<file path="src/rtl/can_msg_ctrl_if.sv">
// Handshake and bus signals between user logic, the message controller and the CAN packet layer.
// slave = controller view; master = user/packet-layer environment view.
interface can_msg_ctrl_if #(
    parameter int DATA_BYTES = 4
);
    localparam int DW = 8 * DATA_BYTES;

    logic          tx_valid;
    logic          tx_ready;
    logic [DW-1:0] tx_data;
    logic [3:0]    tx_len;
    logic          tx_ok;
    logic          tx_fail;
    logic [7:0]    tx_fail_cnt;

    logic          rx_valid;
    logic          rx_ready;
    logic [DW-1:0] rx_data;
    logic [3:0]    rx_len;
    logic [28:0]   rx_id;
    logic          rx_ide;
    logic [2:0]    rx_filt;
    logic [7:0]    rx_drop_cnt;

    logic          pkt_tx_start;
    logic [DW-1:0] pkt_tx_data;
    logic [3:0]    pkt_tx_len;
    logic          pkt_tx_done;
    logic          pkt_tx_acked;

    logic          pkt_rx_valid;
    logic [28:0]   pkt_rx_id;
    logic          pkt_rx_ide;
    logic          pkt_rx_rtr;
    logic [3:0]    pkt_rx_len;
    logic [63:0]   pkt_rx_data;
    logic          pkt_rx_ack;

    modport slave (
        input  tx_valid, tx_data, tx_len, rx_ready,
               pkt_tx_done, pkt_tx_acked,
               pkt_rx_valid, pkt_rx_id, pkt_rx_ide, pkt_rx_rtr, pkt_rx_len, pkt_rx_data,
        output tx_ready, tx_ok, tx_fail, tx_fail_cnt,
               rx_valid, rx_data, rx_len, rx_id, rx_ide, rx_filt, rx_drop_cnt,
               pkt_tx_start, pkt_tx_data, pkt_tx_len, pkt_rx_ack
    );

    modport master (
        output tx_valid, tx_data, tx_len, rx_ready,
               pkt_tx_done, pkt_tx_acked,
               pkt_rx_valid, pkt_rx_id, pkt_rx_ide, pkt_rx_rtr, pkt_rx_len, pkt_rx_data,
        input  tx_ready, tx_ok, tx_fail, tx_fail_cnt,
               rx_valid, rx_data, rx_len, rx_id, rx_ide, rx_filt, rx_drop_cnt,
               pkt_tx_start, pkt_tx_data, pkt_tx_len, pkt_rx_ack
    );
endinterface

</file>
<file path="src/rtl/can_msg_ctrl.sv">
// Purpose: CAN message controller - TX FIFO with retry, filter bank, RX FIFO between user and packet layer.
// Latency: TX launch 1 cycle after FIFO non-empty; RX ack/push 1 cycle after pkt_rx_valid.
// Backpressure: tx_ready = TX FIFO not full; RX uses valid/ready, frames arriving to a full FIFO are dropped and counted.
module can_msg_fifo #(
    parameter int W     = 8,
    parameter int ASIZE = 2
) (
    input  logic         clk,
    input  logic         rstn,
    input  logic         wr_en,
    input  logic [W-1:0] wr_dat,
    input  logic         rd_en,
    output logic [W-1:0] rd_dat,
    output logic         full,
    output logic         empty
);
    localparam int DEPTH = 1 << ASIZE;

    logic [W-1:0]   mem [DEPTH];
    logic [ASIZE:0] wr_ptr;
    logic [ASIZE:0] rd_ptr;

    assign empty  = (wr_ptr == rd_ptr);
    assign full   = (wr_ptr[ASIZE] != rd_ptr[ASIZE]) && (wr_ptr[ASIZE-1:0] == rd_ptr[ASIZE-1:0]);
    assign rd_dat = mem[rd_ptr[ASIZE-1:0]];

    always_ff @(posedge clk or negedge rstn) begin
        if (!rstn) begin
            wr_ptr <= '0;
            rd_ptr <= '0;
            for (int i = 0; i < DEPTH; i++) mem[i] <= '0;
        end else begin
            if (wr_en && !full) begin
                mem[wr_ptr[ASIZE-1:0]] <= wr_dat;
                wr_ptr                 <= wr_ptr + 1'b1;
            end
            if (rd_en && !empty) rd_ptr <= rd_ptr + 1'b1;
        end
    end
endmodule

module can_msg_ctrl #(
    parameter int TX_ASIZE   = 2,
    parameter int RX_ASIZE   = 2,
    parameter int DATA_BYTES = 4,
    parameter int NUM_FILT   = 2,
    parameter int MAX_RETRY  = 3
) (
    input  logic                  clk,
    input  logic                  rstn,
    input  logic [10:0]           cfg_local_id,
    input  logic [NUM_FILT-1:0]   cfg_filt_en,
    input  logic [NUM_FILT-1:0]   cfg_filt_ide,
    input  logic [29*NUM_FILT-1:0] cfg_filt_id,
    input  logic [29*NUM_FILT-1:0] cfg_filt_mask,
    can_msg_ctrl_if.slave         bus
);
    localparam int         DW     = 8 * DATA_BYTES;
    localparam logic [3:0] MAXLEN = 4'(DATA_BYTES);

    typedef struct packed {
        logic [DW-1:0] data;
        logic [3:0]    len;
    } tx_ent_t;

    typedef struct packed {
        logic [DW-1:0] data;
        logic [3:0]    len;
        logic [28:0]   id;
        logic          ide;
        logic [2:0]    filt;
    } rx_ent_t;

    typedef enum logic {IDLE, BUSY} state_t;

    // ---------------- TX path ----------------
    tx_ent_t tx_wr, tx_head;
    logic    tx_full, tx_empty, tx_pop;

    state_t        state;
    logic [3:0]    retry_cnt;
    logic          rtr_pend;
    logic          start_q;
    logic [DW-1:0] tx_data_q;
    logic [3:0]    tx_len_q;
    logic          tx_ok_q, tx_fail_q;
    logic [7:0]    fail_cnt_q;
    logic          rtr_hit;

    assign tx_wr.data = bus.tx_data;
    assign tx_wr.len  = (bus.tx_len == 4'd0 || bus.tx_len > MAXLEN) ? MAXLEN : bus.tx_len;
    assign tx_pop     = (state == IDLE) && !tx_empty;

    can_msg_fifo #(.W($bits(tx_ent_t)), .ASIZE(TX_ASIZE)) u_tx_fifo (
        .clk    (clk),
        .rstn   (rstn),
        .wr_en  (bus.tx_valid),
        .wr_dat (tx_wr),
        .rd_en  (tx_pop),
        .rd_dat (tx_head),
        .full   (tx_full),
        .empty  (tx_empty)
    );

    always_ff @(posedge clk or negedge rstn) begin
        if (!rstn) begin
            state      <= IDLE;
            retry_cnt  <= '0;
            rtr_pend   <= 1'b0;
            start_q    <= 1'b0;
            tx_data_q  <= '0;
            tx_len_q   <= MAXLEN;
            tx_ok_q    <= 1'b0;
            tx_fail_q  <= 1'b0;
            fail_cnt_q <= '0;
        end else begin
            tx_ok_q   <= 1'b0;
            tx_fail_q <= 1'b0;
            case (state)
                IDLE: begin
                    if (!tx_empty) begin
                        tx_data_q <= tx_head.data;
                        tx_len_q  <= tx_head.len;
                        retry_cnt <= '0;
                        start_q   <= 1'b1;
                        rtr_pend  <= 1'b0;
                        state     <= BUSY;
                    end else if (rtr_pend) begin
                        retry_cnt <= '0;
                        start_q   <= 1'b1;
                        rtr_pend  <= 1'b0;
                        state     <= BUSY;
                    end
                end
                BUSY: begin
                    if (bus.pkt_tx_done) begin
                        if (bus.pkt_tx_acked) begin
                            tx_ok_q <= 1'b1;
                            start_q <= 1'b0;
                            state   <= IDLE;
                        end else if (retry_cnt == 4'(MAX_RETRY)) begin
                            tx_fail_q <= 1'b1;
                            if (fail_cnt_q != 8'hFF) fail_cnt_q <= fail_cnt_q + 8'd1;
                            start_q <= 1'b0;
                            state   <= IDLE;
                        end else begin
                            retry_cnt <= retry_cnt + 4'd1;
                        end
                    end
                end
                default: state <= IDLE;
            endcase
            // A request arriving in the same cycle as a launch is kept for the next round.
            if (rtr_hit) rtr_pend <= 1'b1;
        end
    end

    assign bus.tx_ready     = !tx_full;
    assign bus.tx_ok        = tx_ok_q;
    assign bus.tx_fail      = tx_fail_q;
    assign bus.tx_fail_cnt  = fail_cnt_q;
    assign bus.pkt_tx_start = start_q;
    assign bus.pkt_tx_data  = tx_data_q;
    assign bus.pkt_tx_len   = tx_len_q;

    // ---------------- RX path ----------------
    logic [NUM_FILT-1:0] hit_vec;
    logic [2:0]          filt_idx;
    logic                filt_hit;
    logic                rx_full, rx_empty, rx_push, rx_drop;
    rx_ent_t             rx_wr, rx_head;
    logic                ack_q;
    logic [7:0]          drop_cnt_q;
    logic                unused_rx_bits;

    for (genvar g = 0; g < NUM_FILT; g++) begin : g_filt
        logic [28:0] diff;
        assign diff = (bus.pkt_rx_id ^ cfg_filt_id[29*g +: 29]) & cfg_filt_mask[29*g +: 29];
        assign hit_vec[g] = cfg_filt_en[g] && (cfg_filt_ide[g] == bus.pkt_rx_ide) &&
                            (bus.pkt_rx_ide ? (diff == '0) : (diff[10:0] == '0));
    end

    always_comb begin
        filt_idx = '0;
        for (int i = NUM_FILT - 1; i >= 0; i--) begin
            if (hit_vec[i]) filt_idx = 3'(i);
        end
    end

    assign filt_hit = |hit_vec;
    assign rtr_hit  = bus.pkt_rx_valid && bus.pkt_rx_rtr && !bus.pkt_rx_ide &&
                      (bus.pkt_rx_id[10:0] == cfg_local_id);
    assign rx_push  = bus.pkt_rx_valid && !bus.pkt_rx_rtr && filt_hit && !rx_full;
    assign rx_drop  = bus.pkt_rx_valid && !bus.pkt_rx_rtr && filt_hit && rx_full;

    assign rx_wr.data = bus.pkt_rx_data[63 -: DW];
    assign rx_wr.len  = bus.pkt_rx_len;
    assign rx_wr.id   = bus.pkt_rx_ide ? bus.pkt_rx_id : {18'd0, bus.pkt_rx_id[10:0]};
    assign rx_wr.ide  = bus.pkt_rx_ide;
    assign rx_wr.filt = filt_idx;
    assign unused_rx_bits = ^bus.pkt_rx_data;

    can_msg_fifo #(.W($bits(rx_ent_t)), .ASIZE(RX_ASIZE)) u_rx_fifo (
        .clk    (clk),
        .rstn   (rstn),
        .wr_en  (rx_push),
        .wr_dat (rx_wr),
        .rd_en  (bus.rx_ready),
        .rd_dat (rx_head),
        .full   (rx_full),
        .empty  (rx_empty)
    );

    always_ff @(posedge clk or negedge rstn) begin
        if (!rstn) begin
            ack_q      <= 1'b0;
            drop_cnt_q <= '0;
        end else begin
            ack_q <= rtr_hit || rx_push;
            if (rx_drop && drop_cnt_q != 8'hFF) drop_cnt_q <= drop_cnt_q + 8'd1;
        end
    end

    assign bus.pkt_rx_ack  = ack_q;
    assign bus.rx_drop_cnt = drop_cnt_q;
    assign bus.rx_valid    = !rx_empty;
    assign bus.rx_data     = rx_head.data;
    assign bus.rx_len      = rx_head.len;
    assign bus.rx_id       = rx_head.id;
    assign bus.rx_ide      = rx_head.ide;
    assign bus.rx_filt     = rx_head.filt;
endmodule
</file>
<file path="src/flat_wrapper.sv">
// flat-port wrapper written by rule: the top's interface ports become plain ports
module can_msg_ctrl_flat 
#(
    parameter int TX_ASIZE   = 2,
    parameter int RX_ASIZE   = 2,
    parameter int DATA_BYTES = 4,
    parameter int NUM_FILT   = 2,
    parameter int MAX_RETRY  = 3
)
  (clk, rstn, cfg_local_id, cfg_filt_en, cfg_filt_ide, cfg_filt_id, cfg_filt_mask, bus_tx_valid, bus_tx_data, bus_tx_len, bus_rx_ready, bus_pkt_tx_done, bus_pkt_tx_acked, bus_pkt_rx_valid, bus_pkt_rx_id, bus_pkt_rx_ide, bus_pkt_rx_rtr, bus_pkt_rx_len, bus_pkt_rx_data, bus_tx_ready, bus_tx_ok, bus_tx_fail, bus_tx_fail_cnt, bus_rx_valid, bus_rx_data, bus_rx_len, bus_rx_id, bus_rx_ide, bus_rx_filt, bus_rx_drop_cnt, bus_pkt_tx_start, bus_pkt_tx_data, bus_pkt_tx_len, bus_pkt_rx_ack);
  can_msg_ctrl_if #(.DATA_BYTES(DATA_BYTES)) bus_i ();
  input  logic clk;
  input  logic rstn;
  input  logic [10:0] cfg_local_id;
  input  logic [NUM_FILT-1:0] cfg_filt_en;
  input  logic [NUM_FILT-1:0] cfg_filt_ide;
  input  logic [29*NUM_FILT-1:0] cfg_filt_id;
  input  logic [29*NUM_FILT-1:0] cfg_filt_mask;
  input wire logic [$bits(bus_i.tx_valid)-1:0] bus_tx_valid;
  input wire logic [$bits(bus_i.tx_data)-1:0] bus_tx_data;
  input wire logic [$bits(bus_i.tx_len)-1:0] bus_tx_len;
  input wire logic [$bits(bus_i.rx_ready)-1:0] bus_rx_ready;
  input wire logic [$bits(bus_i.pkt_tx_done)-1:0] bus_pkt_tx_done;
  input wire logic [$bits(bus_i.pkt_tx_acked)-1:0] bus_pkt_tx_acked;
  input wire logic [$bits(bus_i.pkt_rx_valid)-1:0] bus_pkt_rx_valid;
  input wire logic [$bits(bus_i.pkt_rx_id)-1:0] bus_pkt_rx_id;
  input wire logic [$bits(bus_i.pkt_rx_ide)-1:0] bus_pkt_rx_ide;
  input wire logic [$bits(bus_i.pkt_rx_rtr)-1:0] bus_pkt_rx_rtr;
  input wire logic [$bits(bus_i.pkt_rx_len)-1:0] bus_pkt_rx_len;
  input wire logic [$bits(bus_i.pkt_rx_data)-1:0] bus_pkt_rx_data;
  output wire logic [$bits(bus_i.tx_ready)-1:0] bus_tx_ready;
  output wire logic [$bits(bus_i.tx_ok)-1:0] bus_tx_ok;
  output wire logic [$bits(bus_i.tx_fail)-1:0] bus_tx_fail;
  output wire logic [$bits(bus_i.tx_fail_cnt)-1:0] bus_tx_fail_cnt;
  output wire logic [$bits(bus_i.rx_valid)-1:0] bus_rx_valid;
  output wire logic [$bits(bus_i.rx_data)-1:0] bus_rx_data;
  output wire logic [$bits(bus_i.rx_len)-1:0] bus_rx_len;
  output wire logic [$bits(bus_i.rx_id)-1:0] bus_rx_id;
  output wire logic [$bits(bus_i.rx_ide)-1:0] bus_rx_ide;
  output wire logic [$bits(bus_i.rx_filt)-1:0] bus_rx_filt;
  output wire logic [$bits(bus_i.rx_drop_cnt)-1:0] bus_rx_drop_cnt;
  output wire logic [$bits(bus_i.pkt_tx_start)-1:0] bus_pkt_tx_start;
  output wire logic [$bits(bus_i.pkt_tx_data)-1:0] bus_pkt_tx_data;
  output wire logic [$bits(bus_i.pkt_tx_len)-1:0] bus_pkt_tx_len;
  output wire logic [$bits(bus_i.pkt_rx_ack)-1:0] bus_pkt_rx_ack;
  assign bus_i.tx_valid = bus_tx_valid;
  assign bus_i.tx_data = bus_tx_data;
  assign bus_i.tx_len = bus_tx_len;
  assign bus_i.rx_ready = bus_rx_ready;
  assign bus_i.pkt_tx_done = bus_pkt_tx_done;
  assign bus_i.pkt_tx_acked = bus_pkt_tx_acked;
  assign bus_i.pkt_rx_valid = bus_pkt_rx_valid;
  assign bus_i.pkt_rx_id = bus_pkt_rx_id;
  assign bus_i.pkt_rx_ide = bus_pkt_rx_ide;
  assign bus_i.pkt_rx_rtr = bus_pkt_rx_rtr;
  assign bus_i.pkt_rx_len = bus_pkt_rx_len;
  assign bus_i.pkt_rx_data = bus_pkt_rx_data;
  assign bus_tx_ready = bus_i.tx_ready;
  assign bus_tx_ok = bus_i.tx_ok;
  assign bus_tx_fail = bus_i.tx_fail;
  assign bus_tx_fail_cnt = bus_i.tx_fail_cnt;
  assign bus_rx_valid = bus_i.rx_valid;
  assign bus_rx_data = bus_i.rx_data;
  assign bus_rx_len = bus_i.rx_len;
  assign bus_rx_id = bus_i.rx_id;
  assign bus_rx_ide = bus_i.rx_ide;
  assign bus_rx_filt = bus_i.rx_filt;
  assign bus_rx_drop_cnt = bus_i.rx_drop_cnt;
  assign bus_pkt_tx_start = bus_i.pkt_tx_start;
  assign bus_pkt_tx_data = bus_i.pkt_tx_data;
  assign bus_pkt_tx_len = bus_i.pkt_tx_len;
  assign bus_pkt_rx_ack = bus_i.pkt_rx_ack;
  can_msg_ctrl #(.TX_ASIZE(TX_ASIZE), .RX_ASIZE(RX_ASIZE), .DATA_BYTES(DATA_BYTES), .NUM_FILT(NUM_FILT), .MAX_RETRY(MAX_RETRY)) u_core (.clk(clk), .rstn(rstn), .cfg_local_id(cfg_local_id), .cfg_filt_en(cfg_filt_en), .cfg_filt_ide(cfg_filt_ide), .cfg_filt_id(cfg_filt_id), .cfg_filt_mask(cfg_filt_mask), .bus(bus_i));
endmodule
</file>
<file path="config.mk">
export PLATFORM = sky130hd
export DESIGN_NAME = can_msg_ctrl_flat
export DESIGN_NICKNAME = d
export VERILOG_FILES = /design/src/rtl/can_msg_ctrl_if.sv /design/src/rtl/can_msg_ctrl.sv /design/src/flat_wrapper.sv
export SDC_FILE = /design/constraint.sdc
export NUM_CORES = 1
export LEC_CHECK = 0
export BUFFER_PORTS_ARGS = -buffer_cell sky130_fd_sc_hd__buf_2
export CORE_MARGIN = 10
export CORE_UTILIZATION = 32
export CTS_CLUSTER_DIAMETER = 150
export DETAILED_ROUTE_END_ITERATION = 12
export GPL_TIMING_DRIVEN = 1
export PLACE_DENSITY = 0.48
export SLEW_MARGIN = 20
export SYNTH_ARGS = -nofsm -noshare
export SYNTH_HDL_FRONTEND = slang
export SYNTH_SLANG_ARGS = --single-unit
</file>
<file path="constraint.sdc">
create_clock -name clk -period 3.8 [get_ports clk]
set_input_delay 0.19 -clock clk [delete_from_list [all_inputs] [get_ports clk]]
set_output_delay 0.19 -clock clk [all_outputs]
set_load 0.005 [all_outputs]
</file>
# Word level (Yosys, flattened, before mapping)
# Index checks and enable logic that the tools add are counted.
# op_classes
div	0
eq_ne	18
n_mul	0
n_reduce_logical	39
order_cmp	7
muxes	45
shifts	0
n_addsub	7
bitwise_logic	11
# ops
op	n
$bwmux 276	1
$mux 69	3
$bwmux 144	1
$bmux 69 s2	1
$demux 69 s2	1
$mux 36	3
$bmux 36 s2	1
$demux 36 s2	1
$and 29x29->29	2
$logic_not 29->1	2
$xor 29x29->29	2
$mux 29	1
$mux 4	6
$mux 1	23
$logic_not 11->1	2
$logic_and 1x1->1	21
$add 8x1->8 const B	2
$ne 8x8->1 const B	2
$add 3x1->3 const B	4
$ge 3x3->1 const B	4
$not 2->3	4
$eq 11x11->1	1
$ne 2x2->1 const B	4
$pmux 4 s2	1
19 further kinds	34
# word_totals
ramBits	0
word_cells	150
regBits	494
in_bits	273
n_memories	0
latchBits	0
mem_bits_ro	0

# Depth between registers and ports, before layout
# logic_depth
word_depth	9
depth_mapped	12

# Cells and area by module
# A second synthesis with hierarchy kept.
# unflattened
hier_cells	1425
hier_area_um2	22979.5
# modules_own_cells
module	area_each_um2	cells_each	n_inst	seq_area_each_um2
can_msg_fifo at u_core.u_rx_fifo	12456.9	711	1	7056.8
can_msg_fifo at u_core.u_tx_fifo	6876.6	391	1	3753.6
can_msg_ctrl	3646.0	323	1	1552.7

# Worst setup path before layout
# OpenSTA, ideal clock, no wires.
# synth_path
kind	input -> register
startpoint	input port cfg_filt_id[19]
endpoint	register u_core.u_rx_fifo.mem[73] in the netlist's numbering
required_time_ns	3.675
stages	12
setup_slack_ns	1.534
path_buffers	4
t_arrival_ns	2.141
cell_sequence	xor2_1 a22o_1 a221oi_2 nand4_1 a211oi_2 or2_4 buf_6 and3_1 buf_4 buf_12 buf_12 mux2_4
# synth_between
elab_chain_len	9
# synth_rtl
item	line_no	text
from (decl)	flat_wrapper.sv:17	input logic [29*NUM_FILT-1:0] cfg_filt_id;
$xor 29x29->29	can_msg_ctrl.sv:178	assign diff = (bus.pkt_rx_id ^ cfg_filt_id[29*g +: 29]) & cfg_filt_mask[29*g +: 29];
$and 29x29->29	can_msg_ctrl.sv:178	
$logic_not 29->1	can_msg_ctrl.sv:180	(bus.pkt_rx_ide ? (diff == '0) : (diff[10:0] == '0));
$mux 1	can_msg_ctrl.sv:180	
$logic_and 1x1->1	can_msg_ctrl.sv:179	assign hit_vec[g] = cfg_filt_en[g] && (cfg_filt_ide[g] == bus.pkt_rx_ide) &&
$reduce_or 2->1	can_msg_ctrl.sv:190	assign filt_hit = |hit_vec;
$logic_and 1x1->1 (2 in a row)	can_msg_ctrl.sv:193	assign rx_push = bus.pkt_rx_valid && !bus.pkt_rx_rtr && filt_hit && !rx_full;
$logic_and 1x1->1	can_msg_ctrl.sv:33	if (wr_en && !full) begin
to (signal, indexed assignment)	can_msg_ctrl.sv:34	mem[wr_ptr[ASIZE-1:0]] <= wr_dat;
to (decl)	can_msg_ctrl.sv:19	logic [W-1:0] mem [DEPTH];
# Every way passes these cells.
# A chain may end at the register's enable or synchronous reset.

# Worst setup path after layout
# layout_path
startpoint	input port bus_pkt_rx_id[18]
endpoint	register u_core.u_rx_fifo.mem[15] in the netlist's numbering
# layout_between
elab_chain_len	9
# layout_rtl
item	line_no	text
from (decl)	flat_wrapper.sv:26	input wire logic [$bits(bus_i.pkt_rx_id)-1:0] bus_pkt_rx_id;
$xor 29x29->29	can_msg_ctrl.sv:178	
$and 29x29->29	can_msg_ctrl.sv:178	
$logic_not 29->1	can_msg_ctrl.sv:180	
$mux 1	can_msg_ctrl.sv:180	
$logic_and 1x1->1	can_msg_ctrl.sv:179	
$reduce_or 2->1 (*)	can_msg_ctrl.sv:190	
$logic_and 1x1->1 (*) (2 in a row)	can_msg_ctrl.sv:193	
$logic_and 1x1->1 (*)	can_msg_ctrl.sv:33	
# Mark *: on every way between the ends. The rest lies on a longest branch, timed or not.

==> impl_metrics.yaml <==
sta:
  clock_skew_ns: 0.0138
  hold_viol: 0
  max_slew_margin_pct: 42.6
  finalSetupTns_ns: 0
  period_share_pct: 80.0
  worst_slew_pin_slew_ns: 0.862
  finalSetupViolCount: 0
  fin_crit_ns: 3.04
  drv_slew: 0
  rsz0062_at_grt: "false"
  maxClockFrequency_mhz: 329
synth:
  synth.distinct_cells: 43
  synth_compound_area_share_pct: 1.84
  ys_ff_latch: 486
  netlist_instances: 1488
  synthAdderAreaFrac_pct: 0.731
  synth_top_family_by_area: "multiplexers"
  synthMuxAreaShare_pct: 32.3
  yosys_warnings: 0
  ys_seq_area_share_pct: 54.6
  yosys.area_share.simple_pct: 2.57
  syn-cell-area_um2: 22300
  synthXorXnorAreaFrac_pct: 4.01
  avgSynthCellArea_um2: 15.0
placement:
  gp_congestion: 0.762
  numPortBuffers: 365
  placed_area_um2: 25200
  place_hpwl_um: 40800
layout:
  final_cell_mix: "dfrtp_1, buf_2, mux2_2"
  drive_gt1_share_pct: 48.4
  final_area_um2: 28200
  syn_to_final_growth_pct: 26.7
  final_nets: 2243
  final_common_cell: "dfrtp_1"
pwr:
  p_leak_uw: 0.0133
  ir_worst_vdd_uv: 316
  p_per_area_nw_per_um2: 617
  finalPower_uw: 17400
cts:
  post_cts_buffers: 0
  cts_sinks: 486
  cts_root_buf: "clkbuf_16"
  htreeDepth: 2
  cts-resized-gates: 0
  cts_tree: "built"
  numCtsBuffers: 57
  clock_latency_ns: 0.60
  cts.path.max_buffers: 3
  clk_pin_slew_ns: 0.06
drt:
  firstDrtPassIters: 4
  antenna_left: 0
  vias: 13700
  drt_iter0_drc: 555
  drc_errors: 0
  wirelength_um: 59600
  vias_per_cell: 4.66
  wire_per_inst_um: 20.3
status:
  status: "finished clean"
die:
  core_area_um2: 68800
  fp.dieW_um: 284
  initial_core_util_pct: 32.3
  die_area_um2: 80500
  ioPinCount: 400
  rows: 96
  fp.dieH_um: 284
worst_setup_path:
  max_stage_delay_ns: 0.53
  cp-end-kind: "register"
  crit_fanout: 23
  cpMaxStageDelayCell: "dlygate4sd3_1"
  crit_type: "input port to register"
  crit_chain: "dlygate4sd3_1 -> buf_2 -> xor2_1 -> a22o_1 -> a221oi_2 -> nand4_1 -> a211oi_2 -> or2_4 -> and3_4 -> buf_12 -> buf_4 -> mux2i_1"
  critical-path-top-delay-family: "buffers and inverters"
  start_kind: "input port"
  worstPathArrival_ns: 3.55
  crit_required_ns: 4.31
  worst-path-buf-inv: 4
global_route:
  grt_start_max_net_pins: 102
  antenna_found_initial: 4
  grt_pass1_wl_um: 93400
  overflow: 0
  track_usage_pct: 14.6
  grt_pass1_vias: 15500
flow_run:
  drv_cap: 0
worst_hold_path:
  hold_class: "input port to register"
## routing by layer
metal | global-route usage, % | vias up | share of wire, %
met5 | 0 | - | 0.045
met4 | 3.63 | 4 | 2.0
met3 | 2.82 | 89 | 4.2
met2 | 25.7 | 215 | 51
met1 | 18.2 | 7122 | 43
li1 | - | 6274 | -
## Yosys cell counts, drive strengths merged
library cell,instances,area [um^2]
o21ai,18,90.1
dfrtp,485,12100
clkbuf,33,124
nand4,14,87.6
and2,8,50.1
and3,10,62.6
a211oi,2,25.0
mux2,362,4120
or2,1,8.76
ha,13,163
nor2b,2,12.5
mux4,103,2320
nand3,5,25.0
nor4,1,6.26
nor2,10,37.5
a41oi,1,8.76
inv,82,308
or3,3,18.8
dfstp,1,26.3
buf,61,427
o21bai,1,7.51
or2b,1,7.51
a221oi,6,90.1
xor2,74,656
nor3,4,20.0
a22oi,16,120
nor3b,2,15.0
mux2i,76,761
conb,1,3.75
o21a,2,15.0
and4,1,8.76
nand2,55,206
a22o,6,52.6
xnor2,27,236
nand2b,1,6.26
## logic make-up (layout without fill, tap and decap cells)
| kind of cell | count (synthesis) | after routing |
|---|---|---|
| AOI/OAI and AO/OA | 52 | 52 |
| other | 1 | 4 |
| adders and majority gates | 13 | 13 |
| buffers and inverters | 176 | 692 |
| xor gates and xnor gates | 101 | 101 |
| muxes | 541 | 541 |
| and+or+nand+nor | 118 | 118 |
| DFF | 486 | 486 |
## per-stage QoR
stage	cells	util (%)	hold WS (ns)	worst slack, ns
finish	2938	41.0	0.0431	0.760
CTS	2936	41.0	0.00325	0.680
detailed placement	2727	36.6	0.283	0.626
global route	2938	41.0	0.0127	0.611
global placement	2727	36.6	0.271	0.649
floorplan	1489	-	-0.106	1.53
## report_power, final
group / total (uW) / internal [uW] / switching [uW] / leakage (uW)
combinational: 4730 / 2610 / 2120 / 0.00630
sequential: 7040 / 6370 / 669 / 0.00599
clock: 5640 / 3460 / 2180 / 0.000984
## flip-flops by register name, summed over array words and instances, names as in the netlist
| signal | flops |
|---|---|
| u_core.bus.pkt_tx_data | 32 |
| u_core.u_rx_fifo.rd_ptr | 3 |
| u_core.u_tx_fifo.rd_ptr | 3 |
| u_core.u_tx_fifo.mem | 144 |
| u_core.bus.pkt_tx_len | 4 |
| u_core.bus.tx_ok | 1 |
| u_core.u_rx_fifo.mem | 268 |
| u_core.u_rx_fifo.wr_ptr | 3 |
| u_core.bus.rx_drop_cnt | 8 |
| u_core.bus.tx_fail | 1 |
| u_core.u_tx_fifo.wr_ptr | 3 |
| u_core.retry_cnt | 4 |
| u_core.rtr_pend | 1 |
| u_core.bus.tx_fail_cnt | 8 |
| u_core.bus.pkt_rx_ack | 1 |
| u_core.state | 1 |
| u_core.bus.pkt_tx_start | 1 |
## path summary, 6_finish.rpt
kind                                                  from  cells past startpoint  slack (ns)                    endpoint
worst min-delay path                      bus_pkt_rx_id[0]                      2        0.04    u_core.u_rx_fifo.mem[73]
min in group asynchronous                             rstn                      2        0.22   u_core.bus.pkt_tx_data[6]
max in group asynchronous                             rstn                      4        2.49  u_core.u_tx_fifo.rd_ptr[1]
worst max register to register  u_core.u_rx_fifo.rd_ptr[0]                      7        1.04    u_core.u_rx_fifo.mem[15]
worst min register to register   u_core.u_tx_fifo.mem[109]                      2        0.48   u_core.u_tx_fifo.mem[109]
worst max-delay path                     bus_pkt_rx_id[18]                     12        0.76    u_core.u_rx_fifo.mem[15]
## cell type report
| type | count | area (um^2) |
|---|---|---|
| fillers | 6510 | 40600 |
| flip-flops and latches | 486 | 12200 |
| multi-input cells | 827 | 9280 |
| repair buffers | 503 | 3290 |
| clock buffers | 91 | 1820 |
| well taps | 931 | 1160 |
| inverters | 82 | 308 |
| clock inverters | 16 | 171 |
| diodes | 2 | 5.00 |
## what timing repair did
| item | 4_1_cts | 5_1_grt |
|---|---|---|
| endpoints found under the setup margin | 0 | 0 |
| hold buffers | 102 | 0 |
| hold endpoints to repair | 457 | 0 |
Power figures use the tool's default switching activity.
